`config.mk`:
```
export PLATFORM = sky130hd
export DESIGN_NAME = interrupt_controller_flat
export DESIGN_NICKNAME = d
export VERILOG_FILES = /design/src/rtl/interrupt_controller_if.sv /design/src/rtl/interrupt_controller.sv /design/src/flat_wrapper.sv
export SDC_FILE = /design/constraint.sdc
export NUM_CORES = 1
export LEC_CHECK = 0
export ABC_AREA = 0
export CORE_MARGIN = 2
export CORE_UTILIZATION = 26
export DETAILED_ROUTE_END_ITERATION = 8
export DONT_BUFFER_PORTS = 1
export SYNTH_ARGS = -nofsm -noshare
export SYNTH_HDL_FRONTEND = slang
export SYNTH_SLANG_ARGS = --single-unit
```
`constraint.sdc`:
```
create_clock -name Clock -period 1.25 [get_ports Clock]
set_input_delay 0.1875 -clock Clock [delete_from_list [all_inputs] [get_ports Clock]]
set_output_delay 0.1875 -clock Clock [all_outputs]
set_load 0.01 [all_outputs]
```
`src/rtl/interrupt_controller_if.sv`:
```
// Interrupt controller bus interface.
// Groups the IRQ lines, mask-load bus, ack/done handshake and the
// request/status outputs of interrupt_controller.
//   master : drives irq_in, BusIn, MaskIn, IntAck, IntDone (control unit side)
//   slave  : the interrupt controller itself
interface interrupt_controller_if #(
  parameter int InterruptsNum = 2
);
  localparam int VEC_W = (InterruptsNum > 1) ? $clog2(InterruptsNum) : 1;

  logic [InterruptsNum-1:0] irq_in;
  logic [31:0]              BusIn;
  logic                     MaskIn;
  logic                     IntAck;
  logic                     IntDone;
  logic [InterruptsNum-1:0] interrupt;
  logic [VEC_W-1:0]         IntVector;
  logic                     IntActive;
  logic [31:0]              StatusOut;

  modport master (
    output irq_in, BusIn, MaskIn, IntAck, IntDone,
    input  interrupt, IntVector, IntActive, StatusOut
  );

  modport slave (
    input  irq_in, BusIn, MaskIn, IntAck, IntDone,
    output interrupt, IntVector, IntActive, StatusOut
  );
endinterface

```
`src/rtl/interrupt_controller.sv`:
```
// Interrupt controller feeding the control unit's interrupt input.
// Per line: 2-flop synchroniser, rising-edge detect, pending latch.
// Shared: software mask, fixed lowest-index-first arbitration, and an
// IDLE -> REQ -> SERVICE handshake holding one one-hot grant (no nesting).
// Ports:
//   Clock      system clock (posedge)
//   Reset      synchronous, active-high
//   bus.slave  irq_in / BusIn / MaskIn / IntAck / IntDone in,
//              interrupt / IntVector / IntActive / StatusOut out

// One IRQ line: synchroniser, edge detect, pending bit.
// Ports: i_clk, i_rst, i_irq (raw line), i_clr (ack clear), o_pending.
module interrupt_controller_lane (
  input  logic i_clk,
  input  logic i_rst,
  input  logic i_irq,
  input  logic i_clr,
  output logic o_pending
);
  logic r_s1, r_s2, r_h, r_pend;
  logic w_edge;

  assign w_edge = r_s2 & ~r_h;

  always_ff @(posedge i_clk) begin
    if (i_rst) begin
      r_s1   <= 1'b0;
      r_s2   <= 1'b0;
      r_h    <= 1'b0;
      r_pend <= 1'b0;
    end else begin
      r_s1   <= i_irq;
      r_s2   <= r_s1;
      r_h    <= r_s2;
      // a fresh edge beats a same-cycle ack clear so the new event survives
      r_pend <= w_edge | (r_pend & ~i_clr);
    end
  end

  assign o_pending = r_pend;
endmodule

module interrupt_controller #(
  parameter int InterruptsNum = 2
) (
  input  logic                  Clock,
  input  logic                  Reset,
  interrupt_controller_if.slave bus
);
  localparam int VEC_W = (InterruptsNum > 1) ? $clog2(InterruptsNum) : 1;

  typedef enum logic [1:0] {IDLE, REQ, SERVICE} state_t;

  state_t                   r_state, w_next;
  logic [InterruptsNum-1:0] r_mask, r_grant;
  logic [InterruptsNum-1:0] w_pend, w_clr, w_elig, w_first;
  logic                     w_unused_bus;

  assign w_unused_bus = ^bus.BusIn[31:InterruptsNum];

  // pending clears only for the granted line, on the accepting ack
  assign w_clr   = (r_state == REQ && bus.IntAck) ? r_grant : '0;
  assign w_elig  = w_pend & r_mask;
  // isolate lowest set bit: lowest index has highest priority
  assign w_first = w_elig & (~w_elig + 1'b1);

  genvar g;
  generate
    for (g = 0; g < InterruptsNum; g++) begin : g_lane
      interrupt_controller_lane u_lane (
        .i_clk     (Clock),
        .i_rst     (Reset),
        .i_irq     (bus.irq_in[g]),
        .i_clr     (w_clr[g]),
        .o_pending (w_pend[g])
      );
    end
  endgenerate

  always_ff @(posedge Clock) begin
    if (Reset)           r_mask <= '0;
    else if (bus.MaskIn) r_mask <= bus.BusIn[InterruptsNum-1:0];
  end

  // grant is frozen from IDLE exit until the handler reports done
  always_ff @(posedge Clock) begin
    if (Reset)                                r_grant <= '0;
    else if (r_state == IDLE && |w_elig)      r_grant <= w_first;
    else if (r_state == SERVICE && bus.IntDone) r_grant <= '0;
  end

  always_ff @(posedge Clock) begin
    if (Reset) r_state <= IDLE;
    else       r_state <= w_next;
  end

  always_comb begin
    w_next = r_state;
    case (r_state)
      IDLE:    if (|w_elig)     w_next = REQ;
      REQ:     if (bus.IntAck)  w_next = SERVICE;  // done ignored here
      SERVICE: if (bus.IntDone) w_next = IDLE;
      default:                  w_next = IDLE;
    endcase
  end

  // outputs decode registered state only
  always_comb begin
    bus.interrupt = '0;
    bus.IntVector = '0;
    bus.IntActive = (r_state == SERVICE);
    if (r_state == REQ) begin
      bus.interrupt = r_grant;
      for (int i = 0; i < InterruptsNum; i++)
        if (r_grant[i]) bus.IntVector = VEC_W'(i);
    end
    bus.StatusOut                      = '0;
    bus.StatusOut[InterruptsNum-1:0]   = w_pend;
    bus.StatusOut[16 +: InterruptsNum] = r_mask;
  end
endmodule

```
`src/flat_wrapper.sv`:
```
// flat-port wrapper written by rule: the top's interface ports become plain ports
module interrupt_controller_flat 
#(
  parameter int InterruptsNum = 2
)
  (Clock, Reset, bus_irq_in, bus_BusIn, bus_MaskIn, bus_IntAck, bus_IntDone, bus_interrupt, bus_IntVector, bus_IntActive, bus_StatusOut);
  interrupt_controller_if #(.InterruptsNum(InterruptsNum)) bus_i ();
  input  logic Clock;
  input  logic Reset;
  input wire logic [$bits(bus_i.irq_in)-1:0] bus_irq_in;
  input wire logic [$bits(bus_i.BusIn)-1:0] bus_BusIn;
  input wire logic [$bits(bus_i.MaskIn)-1:0] bus_MaskIn;
  input wire logic [$bits(bus_i.IntAck)-1:0] bus_IntAck;
  input wire logic [$bits(bus_i.IntDone)-1:0] bus_IntDone;
  output wire logic [$bits(bus_i.interrupt)-1:0] bus_interrupt;
  output wire logic [$bits(bus_i.IntVector)-1:0] bus_IntVector;
  output wire logic [$bits(bus_i.IntActive)-1:0] bus_IntActive;
  output wire logic [$bits(bus_i.StatusOut)-1:0] bus_StatusOut;
  assign bus_i.irq_in = bus_irq_in;
  assign bus_i.BusIn = bus_BusIn;
  assign bus_i.MaskIn = bus_MaskIn;
  assign bus_i.IntAck = bus_IntAck;
  assign bus_i.IntDone = bus_IntDone;
  assign bus_interrupt = bus_i.interrupt;
  assign bus_IntVector = bus_i.IntVector;
  assign bus_IntActive = bus_i.IntActive;
  assign bus_StatusOut = bus_i.StatusOut;
  interrupt_controller #(.InterruptsNum(InterruptsNum)) u_core (.Clock(Clock), .Reset(Reset), .bus(bus_i));
endmodule
```
==> impl_metrics.toml <==
[synthesis]
synth_common_cells = "buf_4 (31), dfxtp_1 (14), nor2b_1 (7), nor2_1 (5)"
synthCells = 83
yosys_warnings = 0
async_flop_share_pct = 0
synth_ff_type = "dfxtp_1"
synth_area_leaders = "dfxtp_1 (37%), buf_4 (31%), nor2b_1 (5.9%)"
synth_top_area_share_pct = 37.46
ys_seq_area_share_pct = 37.46
ys_types = 20
synth_edf_count = 0
synth_area_um2 = 748.2
ys_seq_elements = 14
synth.most_common_cell = "buf_4"
synth.largest_area_cell = "dfxtp_1"
syn_area_per_cell_um2 = 9.015

[global_route]
grt_max_degree = 13
grt_antenna_before_repair = 0
grt_pass1_wl_mm = 1.883
track_usage_pct = 7.682
grt_overflow = 0
grt_pass1_vias = 418

[route]
vias = 477
drc_errors = 0
routed_wl_mm = 1.124
dr.pass1.iters = 3
drtIter0Drc = 3
via_per_inst = 4.042
antenna_left = 0
routedWlPerCell_um = 9.525

[sta]
finalSetupTns_ns = 0
fin_worst_skew_ns = 0.002455
grt_setup_unrepaired = "true"
drv_slew = 0
fmax_ghz = 0.8342
hold_violations = 0
period_share_pct = 95.90
period_needed_ns = 1.199
finalSetupViolations = 0

[die]
dieArea_um2 = 3323
core_um2 = 2734
initial_core_util_pct = 27.37
die_h_um = 57.65
die_w_um = 57.65
num_rows = 19
io_pins = 75

[clocking]
cts.sinks = 14
cts_buffer_depth = 2
cts_tree = "built"
clock_latency_ns = 0.27
h-tree-depth = 1
post_cts_buffers = 0
cts-buffers-inserted = 3
cts_root_buf = "clkbuf_4"
clkSlewWorstSetupHoldPaths_ns = 0.08

[cells_and_area]
fill_cells = 286
final_util_pct = 27.05
syn_to_final_growth_pct = -1.171
antenna_cells = 0
fin_nets = 128
drive_above_1_share_pct = 18.39

[setup_path]
worstPathArrival_ns = 1.01
cp.required_ns = 1.06
critPathMaxFanout = 5
worst_setup_path_end_kind = "output pin"
startpoint_type = "flip-flop"
critPathKind = "flip-flop to output pin"

[flow_run]
cap_violations = 0

[place]
dp_hpwl_um = 892.5
gp_congestion = 0.6973
port_buffers = 0

[min_path]
hold_path_class = "input pin to flip-flop"

[power_and_ir_drop]
power_density_nw_per_um2 = 1089
ir_drop_mv = 0.5173
p_leak_uw = 0.0003437

[outcome]
outcome = "finished, final reports clean"
-- metrics by stage --
stage	hold WS (ns)	cells	area (um2)	power (uW)	setup slack, ns
after CTS	0.03589	118	728.2	821.8	0.003338
after detailed placement	0.2600	114	689.4	569.4	0.1475
after global placement	0.2597	114	689.4	567.9	0.1809
after global routing	0.02143	118	739.5	864.9	-0.01511
final	0.04683	118	739.5	804.9	0.05127
after floorplan	0.2591	110	849.6	623.8	0.1813
-- area by class of cell --
cell class              instances  area [um2]  area share [%]
clock buffers                   3       22.52           3.046
inverters                       1       3.754          0.5076
multi-input cells              63       341.6           46.19
flip-flops and latches         14       285.3           38.58
well taps                      31       38.79           5.245
repair buffers                  6       47.55           6.430
-- cell usage in the layout (no fill, tap or decap), types with 2 or more instances in the layout --
master    count
nor2_1        5
a22o_1        2
conb_1       28
a21oi_1       3
clkbuf_4      3
nand2b_1      3
mux2i_1       2
and2_4        2
dfxtp_1      12
nand2_1       3
o21ai_0       2
nor2b_1       6
buf_4         5
-- critical path: stages (launching register included) --
cell and delay, ns:
dfxtp_2 0.38, nor2b_2 0.21, buf_4 0.15
-- flip-flops by register name, summed over array words and instances (netlist names) --
signal                          count
u_core.g_lane.u_lane.o_pending      2
u_core.g_lane.u_lane.r_h            2
u_core.g_lane.u_lane.r_s1           2
u_core.g_lane.u_lane.r_s2           2
u_core.r_grant                      2
u_core.r_mask                       2
u_core.r_state                      2
-- metal layers --
| metal | vias to the layer above | track usage (%) | routed length, um |
|---|---|---|---|
| met1 | 218 | 7.083 | 420 |
| li1 | 226 | - | - |
| met3 | 2 | 4.241 | 113 |
| met2 | 31 | 13.47 | 578 |
| met4 | 0 | 3.987 | 12 |
| met5 | - | 0 | 0 |
-- final timing paths --
kind / startpoint / endpoint / slack, ns / cells after the start
setup / recovery: u_core.r_state[1] / bus_IntActive / 0.05 / 2
hold / removal: bus_irq_in[1] / u_core.g_lane[1].u_lane.r_s1 / 0.05 / 1
hold reg to reg: u_core.g_lane[0].u_lane.r_s1 / u_core.g_lane[0].u_lane.r_s2 / 0.45 / 1
setup reg to reg: u_core.g_lane[0].u_lane.o_pending / u_core.r_grant[1] / 0.17 / 3
-- cell families (layout without fill, tap and decap cells) --
logic type	after synthesis	after routing	synth area share, %
compound gates	11	11	11.37
simple gates	22	22	15.89
other cells	1	28	0.5012
buf+inv	33	10	32.11
flops	14	14	37.46
mux	2	2	2.676
-- timing repair --
action                                  in CTS  in global routing
gates cloned                                 0                  0
hold endpoints to repair                    12                  0
endpoints found under the setup margin       3                  4
hold buffers                                 1                  0
pin swaps                                    0                  0
resized for setup                            4                  4
-- power by group --
part | switching, uW | internal [uW] | total [uW]
sequential | 8.00 | 461 | 469
combinational | 67.2 | 30.3 | 97.5
clock | 127 | 111 | 238
Power figures use the tool's default switching activity.
